`src/rtl/microwave_timer_if.sv`:
```
// microwave_timer_if: front-panel controls into the timer and BCD display/status
// out of it. The panel side is the master, the timer is the slave.
interface microwave_timer_if;
    logic       tick_1hz;
    logic [3:0] key_val;
    logic       key_valid;
    logic       start;
    logic       stop_clear;
    logic       door_closed;
    logic [3:0] sec_ones;
    logic [3:0] sec_tens;
    logic [3:0] mins;
    logic       mag_on;
    logic       done;

    modport master (
        output tick_1hz, key_val, key_valid, start, stop_clear, door_closed,
        input  sec_ones, sec_tens, mins, mag_on, done
    );

    modport slave (
        input  tick_1hz, key_val, key_valid, start, stop_clear, door_closed,
        output sec_ones, sec_tens, mins, mag_on, done
    );
endinterface

```
`src/rtl/microwave_timer.sv`:
```
// microwave_timer: keypad time entry and 1 Hz BCD countdown for the microwave
// front panel, producing the m:ss digits for seg7_driver plus magnetron enable
// and done flag. Define MW_ADD30_EN to enable the quick-start / add-30-seconds
// behaviour of the start button.
//
// state  | meaning
// IDLE   | time entry by keypad, magnetron off
// RUN    | counting down on tick_1hz, magnetron on
// PAUSED | countdown held, digits kept, waiting for start or clear
// DONE   | reached 0:00, done flag up until any button is pressed
module microwave_timer #(
    parameter int unsigned MAX_MINS = 9
) (
    input  logic             clk,
    input  logic             reset,
    microwave_timer_if.slave bus
);
    typedef enum logic [1:0] {
        S_IDLE   = 2'd0,
        S_RUN    = 2'd1,
        S_PAUSED = 2'd2,
        S_DONE   = 2'd3
    } state_t;

    localparam logic [3:0] MAX_MINS_D = 4'(MAX_MINS);

    state_t     state;
    logic [3:0] sec_ones_q, sec_tens_q, mins_q;
    logic       mag_on_q, done_q;

    logic [3:0] dec_ones, dec_tens, dec_mins;
    logic       dec_zero;
    logic       time_zero;
    logic       key_ok;

    assign time_zero = (sec_ones_q == 4'd0) && (sec_tens_q == 4'd0) && (mins_q == 4'd0);

    // A shifted-in key must keep every digit legal after the shift.
    assign key_ok = (bus.key_val <= 4'd9) && (sec_ones_q <= 4'd5) && (sec_tens_q <= MAX_MINS_D);

    // One-second BCD borrow chain; never evaluated from 0:00 because RUN leaves at 0:00.
    always_comb begin
        dec_ones = sec_ones_q;
        dec_tens = sec_tens_q;
        dec_mins = mins_q;
        if (sec_ones_q != 4'd0) begin
            dec_ones = sec_ones_q - 4'd1;
        end else begin
            dec_ones = 4'd9;
            if (sec_tens_q != 4'd0) begin
                dec_tens = sec_tens_q - 4'd1;
            end else begin
                dec_tens = 4'd5;
                dec_mins = mins_q - 4'd1;
            end
        end
        dec_zero = (dec_ones == 4'd0) && (dec_tens == 4'd0) && (dec_mins == 4'd0);
    end

`ifdef MW_ADD30_EN
    logic [3:0] add_ones, add_tens, add_mins;

    // +30 s: tens+3 carries into minutes from 3 upward; saturate at MAX_MINS:59.
    always_comb begin
        add_ones = sec_ones_q;
        add_tens = sec_tens_q + 4'd3;
        add_mins = mins_q;
        if (sec_tens_q >= 4'd3) begin
            if (mins_q >= MAX_MINS_D) begin
                add_mins = MAX_MINS_D;
                add_tens = 4'd5;
                add_ones = 4'd9;
            end else begin
                add_mins = mins_q + 4'd1;
                add_tens = sec_tens_q - 4'd3;
            end
        end
    end
`endif

    // Controller FSM; one event per cycle in priority order, outputs registered.
    always_ff @(posedge clk) begin
        if (reset) begin
            state      <= S_IDLE;
            sec_ones_q <= 4'd0;
            sec_tens_q <= 4'd0;
            mins_q     <= 4'd0;
            mag_on_q   <= 1'b0;
            done_q     <= 1'b0;
        end else begin
            case (state)
                S_IDLE: begin
                    if (bus.stop_clear) begin
                        sec_ones_q <= 4'd0;
                        sec_tens_q <= 4'd0;
                        mins_q     <= 4'd0;
                    end else if (bus.start) begin
                        // A start press always consumes the cycle; door open just blocks it.
                        if (bus.door_closed) begin
                            if (!time_zero) begin
                                state    <= S_RUN;
                                mag_on_q <= 1'b1;
                            end
`ifdef MW_ADD30_EN
                            else begin
                                sec_tens_q <= 4'd3;
                                state      <= S_RUN;
                                mag_on_q   <= 1'b1;
                            end
`endif
                        end
                    end else if (bus.key_valid && key_ok) begin
                        mins_q     <= sec_tens_q;
                        sec_tens_q <= sec_ones_q;
                        sec_ones_q <= bus.key_val;
                    end
                end
                S_RUN: begin
                    if (bus.stop_clear || !bus.door_closed) begin
                        state    <= S_PAUSED;
                        mag_on_q <= 1'b0;
                    end
`ifdef MW_ADD30_EN
                    else if (bus.start) begin
                        sec_ones_q <= add_ones;
                        sec_tens_q <= add_tens;
                        mins_q     <= add_mins;
                    end
`endif
                    else if (bus.tick_1hz) begin
                        sec_ones_q <= dec_ones;
                        sec_tens_q <= dec_tens;
                        mins_q     <= dec_mins;
                        if (dec_zero) begin
                            state    <= S_DONE;
                            mag_on_q <= 1'b0;
                            done_q   <= 1'b1;
                        end
                    end
                end
                S_PAUSED: begin
                    if (bus.stop_clear) begin
                        state      <= S_IDLE;
                        sec_ones_q <= 4'd0;
                        sec_tens_q <= 4'd0;
                        mins_q     <= 4'd0;
                    end else if (bus.start && bus.door_closed) begin
                        state    <= S_RUN;
                        mag_on_q <= 1'b1;
                    end
                end
                S_DONE: begin
                    if (bus.start || bus.stop_clear || bus.key_valid) begin
                        state      <= S_IDLE;
                        done_q     <= 1'b0;
                        sec_ones_q <= 4'd0;
                        sec_tens_q <= 4'd0;
                        mins_q     <= 4'd0;
                    end
                end
                default: begin
                    state    <= S_IDLE;
                    mag_on_q <= 1'b0;
                    done_q   <= 1'b0;
                end
            endcase
        end
    end

    assign bus.sec_ones = sec_ones_q;
    assign bus.sec_tens = sec_tens_q;
    assign bus.mins     = mins_q;
    assign bus.mag_on   = mag_on_q;
    assign bus.done     = done_q;
endmodule

```
`src/flat_wrapper.sv`:
```
// flat-port wrapper written by rule: the top's interface ports become plain ports
module microwave_timer_flat 
#(
    parameter int unsigned MAX_MINS = 9
)
  (clk, reset, bus_tick_1hz, bus_key_val, bus_key_valid, bus_start, bus_stop_clear, bus_door_closed, bus_sec_ones, bus_sec_tens, bus_mins, bus_mag_on, bus_done);
  microwave_timer_if bus_i ();
  input  logic clk;
  input  logic reset;
  input wire logic [$bits(bus_i.tick_1hz)-1:0] bus_tick_1hz;
  input wire logic [$bits(bus_i.key_val)-1:0] bus_key_val;
  input wire logic [$bits(bus_i.key_valid)-1:0] bus_key_valid;
  input wire logic [$bits(bus_i.start)-1:0] bus_start;
  input wire logic [$bits(bus_i.stop_clear)-1:0] bus_stop_clear;
  input wire logic [$bits(bus_i.door_closed)-1:0] bus_door_closed;
  output wire logic [$bits(bus_i.sec_ones)-1:0] bus_sec_ones;
  output wire logic [$bits(bus_i.sec_tens)-1:0] bus_sec_tens;
  output wire logic [$bits(bus_i.mins)-1:0] bus_mins;
  output wire logic [$bits(bus_i.mag_on)-1:0] bus_mag_on;
  output wire logic [$bits(bus_i.done)-1:0] bus_done;
  assign bus_i.tick_1hz = bus_tick_1hz;
  assign bus_i.key_val = bus_key_val;
  assign bus_i.key_valid = bus_key_valid;
  assign bus_i.start = bus_start;
  assign bus_i.stop_clear = bus_stop_clear;
  assign bus_i.door_closed = bus_door_closed;
  assign bus_sec_ones = bus_i.sec_ones;
  assign bus_sec_tens = bus_i.sec_tens;
  assign bus_mins = bus_i.mins;
  assign bus_mag_on = bus_i.mag_on;
  assign bus_done = bus_i.done;
  microwave_timer #(.MAX_MINS(MAX_MINS)) u_core (.clk(clk), .reset(reset), .bus(bus_i));
endmodule
```
`config.mk`:
```
export PLATFORM = sky130hd
export DESIGN_NAME = microwave_timer_flat
export DESIGN_NICKNAME = d
export VERILOG_FILES = /design/src/rtl/microwave_timer_if.sv /design/src/rtl/microwave_timer.sv /design/src/flat_wrapper.sv
export SDC_FILE = /design/constraint.sdc
export NUM_CORES = 1
export LEC_CHECK = 0
export CORE_MARGIN = 2
export CORE_UTILIZATION = 35
export DETAILED_ROUTE_END_ITERATION = 16
export PLACE_DENSITY_LB_ADDON = 0.12
export SLEW_MARGIN = 20
export SYNTH_ARGS = -nofsm -noshare
export SYNTH_HDL_FRONTEND = slang
export SYNTH_SLANG_ARGS = --single-unit
```
`constraint.sdc`:
```
create_clock -name clk -period 5.2 [get_ports clk]
set_clock_uncertainty 0.05 [all_clocks]
set_input_delay 0.78 -clock clk [delete_from_list [all_inputs] [get_ports clk]]
set_output_delay 0.78 -clock clk [all_outputs]
set_load 0.01 [all_outputs]
```
# ---- Word level (Yosys, flattened, before mapping)
# Index checks and enable logic that the tools add are counted.
# Widths: inputs -> output; s select.
dict set report op_classes {
  div_mod_pow 0
  shifts 0
  n_mul 0
  eq_ne 19
  reduce_logical 27
  n_bitwise 0
  n_addsub 3
  muxes 51
  order_cmp 3
}
# op count
set op_table {}
lappend op_table {{$mux 4} 22}
lappend op_table {{$pmux 4 s4} 3}
lappend op_table {{$logic_not 4->1} 6}
lappend op_table {{$mux 2} 10}
lappend op_table {{$ne 2x2->1 const B} 8}
lappend op_table {{$mux 1} 13}
lappend op_table {{$sub 4x1->4 const B} 3}
lappend op_table {{$ne 3x2->1 const B} 3}
lappend op_table {{$reduce_and 9->1} 1}
lappend op_table {{$le 4x4->1 const B} 2}
lappend op_table {{$logic_and 1x1->1} 8}
lappend op_table {{$pmux 2 s4} 1}
lappend op_table {{$reduce_and 8->1} 1}
lappend op_table {{$reduce_bool 4->1} 2}
lappend op_table {{$ne 2x1->1 const B} 3}
lappend op_table {{$reduce_and 6->1} 1}
lappend op_table {{$reduce_and 5->1} 1}
lappend op_table {{$eq 2x2->1 const B} 2}
lappend op_table {{$le 4x3->1 const B} 1}
lappend op_table {{$logic_or 1x1->1} 3}
lappend op_table {{$ne 3x1->1 const B} 1}
lappend op_table {{$ne 3x3->1 const B} 1}
lappend op_table {{$pmux 1 s3} 1}
lappend op_table {{$reduce_bool 3->1} 1}
lappend op_table {{5 further kinds} 5}
dict set report totals {
  in_bits 11
  n_memories 0
  out_inout_bits 14
  reg_bits 16
  mem_bits_ro 0
  latchBits 0
  wordCells 109
  ramBits 0
}

# ---- Logic depth before layout (Yosys ltp)
dict set report logic_depth {
  depth_word 10
  ltp_mapped 6
}

# ---- Worst setup path before layout
# Ideal clock, no wire load.
dict set report synth_path {
  path_kind {in2reg}
  from {input port bus_start}
  to {register u_core.mins_q[2] (netlist: u_core.bus.mins[2])}
  required_time_ns 5.009
  t_arrival_ns 2.154
  setup_time_ns 0.141
  path_stages 4
  path_slack_ns 2.855
  cell_sequence {or4b_4 > o41a_1 > nor2_1 > a311oi_1}
}
dict set report synth_between {
  elab_chain_len 4
  elab_cells_between_ends 5
  classes_between {eq/ne (2); reduce/logical (3)}
}
# element line
set synth_rtl {}
lappend synth_rtl {{from (decl)} flat_wrapper.sv:13} ;# input wire logic [$bits(bus_i.start)-1:0] bus_start;
lappend synth_rtl {{$logic_or 1x1->1 (2 in a row)} microwave_timer.sv:153} ;# if (bus.start || bus.stop_clear || bus.key_valid) begin
lappend synth_rtl {{$ne 2x1->1 (no line)} -}
lappend synth_rtl {{$reduce_and 6->1 (no line) *} -}
lappend synth_rtl {{to (signal assigned)} microwave_timer.sv:113} ;# mins_q <= sec_tens_q;
lappend synth_rtl {{to (signal assigned)} microwave_timer.sv:133} ;# mins_q <= dec_mins;
lappend synth_rtl {{to (decl)} microwave_timer.sv:28} ;# logic [3:0] sec_ones_q, sec_tens_q, mins_q;
# Mark *: on every way between the ends. The rest lies on a longest branch, timed or not.
# A chain may end at the register's enable or synchronous reset.

# ---- Worst setup path in the final report
dict set report layout_path {
  from {input port bus_start}
  to {register u_core.mins_q[3] (netlist: u_core.bus.mins[3])}
}
# Same word-level chain as after synthesis.

==> flow_results.org <==
** Status
- The run finished with clean final reports.

** Setup path
- Kind of start point of the critical path :: input pin
- STA puts the critical path data required time at 5.31 ns.
- The signal on the critical path passes through clkdlybuf4s50_1 -> or4b_4 -> o41a_1 -> nor2_1 -> a311oi_1.
- Cell type group with the largest total delay on the critical path :: simple AND/OR/NAND/NOR gates
- Together, buffers and inverters on the worst path number 1.
- Biggest cell delay along the critical path :: 0.55 ns
- Critical path data arrival time :: 2.86 ns
- The setup path with the least slack is of type in2reg.
- Along the worst path, the maximum fanout reaches 7.
- Crit end category :: flop
- The largest individual stage delay along the critical path comes from the cell sky130_fd_sc_hd__o41a_1.

** Floorplanning
- Area of the die :: 3800 sq um
- Core Area :: 3100 sq um
- IO Count :: 25
- Row cnt :: 20
- Horiz. Die Dim :: 61.7 microns
- The die is 61.7 microns tall.
- Initial core utilization :: 37.5%

** Finish
- Summing all multi-input logic gate instances after layout gives 771 sq um.
- Area added between synthesis and finish :: 24.5%
- Share of the core filled with cells :: 46.7%
- Diodes inserted :: 0
- Fraction of final layout cells sized beyond drive strength 1 :: 6.10%
- Final instance area :: 1450 sq um
- Net count reported at finish :: 178
- Register area :: 320 sq um
- Non-Filler Instances :: 208
- Number of fillers in the final layout :: 311

** STA
- Setup repair after global routing left no endpoint under its margin.
- At the pin with the least slew margin, the transition time is 0.997 ns.
- Setup violations remaining at the end of the flow were counted as 0.
- Number of pins with negative max-slew slack in the final report :: 0
- For this run, the top clock speed supported by timing is 0.364 GHz.
- Period minus WS final :: 2.75 ns
- Final clock period utilization by the worst path :: 52.9%
- The hold violation total from the final report is 0.
- Setup_tns :: 0 ns
- Worst slew margin :: 32.9%

** Place
- The placed instances occupy a cell area of 1410 sq um.
- Total placed cells including tap cells :: 204
- Routability-driven placement finished with a final weighted congestion of 0.868.
- Buffers placed on the I/O ports in this run total 24.
- Half-perimeter wire length after placement :: 2520 microns

** Yosys
- Yosys printed 0 warnings.
- In the synthesized netlist the dominant register cell turns out to be sky130_fd_sc_hd__dfxtp_1.
- Proportion of synthesized flip-flops having asynchronous set or reset :: 0%
- Number of synthesized flops with an enable pin :: 0
- Average footprint of a synthesized cell :: 7.92 sq um
- Counting every instance in the synthesized netlist gives 147.
- In this run the cell area of the synthesized design comes to 1160 sq um.
- Area share of the largest cell type after synthesis :: 27.5%
- Synthesis instantiated 49 different standard cells from the library.
- Sequential elements use 27.5% of the synthesized area.
- Synthesis produced a netlist with a net count of 160.
- The largest total area in the synthesized netlist belongs to sky130_fd_sc_hd__dfxtp_1.
- Synth Register Bits :: 16
- Leading post-synthesis cells by cell area :: sky130_fd_sc_hd__dfxtp_1 (28%), sky130_fd_sc_hd__a21oi_1 (7.7%), sky130_fd_sc_hd__nand2_1 (3.2%), sky130_fd_sc_hd__nor4_1 (3.2%), sky130_fd_sc_hd__o31ai_1 (3.2%)

** GRT
- Number of global-route vias before repair :: 1,169
- Gr ovfl total :: 0
- The first global-routing pass estimated 5600 microns of wire.
- The initial antenna violation count came to 0.
- Largest net degree at the start of global routing :: 18
- Global routing used 20.0% of the available tracks.

** Clock network
- Once the clock tree was built, the resizer swapped 0 gates to a different size.
- H-tree level count :: 1
- In this run, CTS created clock tree buffers numbering 3.
- Clock Sink Count :: 16
- The clock reaches the later pin of the worst-skew pair after 0.29 ns.
- Deepest clock path buffer count :: 2
- Count of buffers added by post-CTS timing repair for setup :: 0
- TritonCTS built the clock tree.
- CTS Root Buffer Type :: sky130_fd_sc_hd__clkbuf_4
- Clock slew at reported path FFs :: 0.10 ns
- Count of hold buffers inserted by post-cts repair :: 0

** Flow run
- Maximum capacitance violations :: 0

** Drt
- DRC violations left :: 0
- The routed layout has 1,266 vias.
- Routed wire per std cell :: 16.9 microns
- Using the TritonRoute via totals, the vias-per-cell ratio works out to 6.09.
- Once detail routing completed, the nets flagged for antenna violations numbered 0.
- Number of DRC violations after detailed-routing iteration 0 :: 86
- For this block, the routed nets add up to 3520 microns of wire.
- DR pass1 iterations :: 4

** Power
- Max IR drop VDD :: 0.0745 mV
- Power Density :: 229 nW/um^2
- In this run the static leakage power is 0.472 nW.

** Worst hold path
- Worst hold-check path type :: reg2reg
## report_power, final
group | internal [mW] | total (mW) | switching (mW)
Combinational | 0.0449 | 0.102 | 0.0570
Sequential | 0.129 | 0.142 | 0.0130
Clock | 0.0427 | 0.0872 | 0.0445
## per-stage QoR
| step | total power, mW | hold WS [ns] | worst slack (ns) |
|---|---|---|---|
| 6_report | 0.331 | 0.421 | 2.45 |
| 5_1_grt | 0.345 | 0.454 | 2.35 |
| 4_1_cts | 0.329 | 0.422 | 2.44 |
| 3_5_place_dp | 0.245 | 0.398 | 2.13 |
| 3_3_place_gp | 0.245 | 0.407 | 2.20 |
| 2_1_floorplan | 0.208 | 0.433 | 2.86 |
## layer usage
layer / routed length, microns / track usage, % / vias up
met5: 0 / 0 / -
li1: - / - / 612
met4: 40 / 8.81 / 0
met3: 210 / 3.15 / 4
met1: 1620 / 27.0 / 606
met2: 1640 / 31.4 / 44
## cell families after synthesis
group | share of synthesized area, %
AOI/OAI and AO/OA | 36.3
and+or+nand+nor | 25.9
buffers and inverters | 6.24
DFF | 27.5
muxes | 1.83
adders and majority gates | 2.15
## cells in the final DEF (no fill, tap or decap), types with 5 or more instances in the layout
cell | synthesis | routed
sky130_fd_sc_hd__dfxtp_1 | 16 | 16
sky130_fd_sc_hd__nand2_1 | 10 | 10
sky130_fd_sc_hd__nor4_1 | 6 | 6
sky130_fd_sc_hd__inv_1 | 5 | 5
sky130_fd_sc_hd__nor2_1 | 9 | 9
sky130_fd_sc_hd__clkdlybuf4s50_1 | 0 | 24
sky130_fd_sc_hd__o31ai_1 | 5 | 5
sky130_fd_sc_hd__a21oi_1 | 18 | 18
## area by class of cell
cell class                 count  share of cell area [%]
tap                           44                    3.80
multi-input combinational    114                    53.2
timing repair buffer          25                    17.1
inverter                       5                    1.30
sequential                    16                    22.1
clock buffer                   4                    2.50
## state kept, by name (all words and copies together), names as in the netlist
register and count:
u_core.bus.sec_tens 4, u_core.state 2, u_core.bus.mins 4, u_core.bus.done 1
u_core.bus.mag_on 1, u_core.bus.sec_ones 4
## cell usage after synthesis, types with 3 or more instances
library cell,number
sky130_fd_sc_hd__nor4_1,6
sky130_fd_sc_hd__a21oi_1,18
sky130_fd_sc_hd__o21a_1,3
sky130_fd_sc_hd__dfxtp_1,16
sky130_fd_sc_hd__inv_1,5
sky130_fd_sc_hd__nor3_1,4
sky130_fd_sc_hd__o21ai_0,4
sky130_fd_sc_hd__a211oi_1,4
sky130_fd_sc_hd__o311ai_1,4
sky130_fd_sc_hd__nand2_1,10
sky130_fd_sc_hd__a32oi_1,3
sky130_fd_sc_hd__clkbuf_1,9
sky130_fd_sc_hd__a311oi_1,3
sky130_fd_sc_hd__o31ai_1,5
sky130_fd_sc_hd__nor4b_1,3
sky130_fd_sc_hd__nor2_1,9
## worst paths after layout
kind | end | slack [ns] | depth (start not counted) | from
worst max register to register | u_core.bus.mins[3]$_SDFFE_PP0P_ | 2.95 | 4 | u_core.bus.sec_ones[3]$_SDFFE_PP0P_
worst min register to register | u_core.bus.done$_SDFFE_PP0P_ | 0.42 | 2 | u_core.bus.done$_SDFFE_PP0P_
worst min-delay path | u_core.bus.done$_SDFFE_PP0P_ | 0.42 | 2 | u_core.bus.done$_SDFFE_PP0P_
worst max-delay path | u_core.bus.mins[3]$_SDFFE_PP0P_ | 2.45 | 5 | bus_start
## worst min-delay path: cells and delay by family, from the launching register on
| kind | cells | cell delay (ns) |
|---|---|---|
| flops | 1 | 0.34 |
| compound gates | 1 | 0.06 |
| simple gates | 1 | 0.04 |
(Power assumes the default switching activity.)
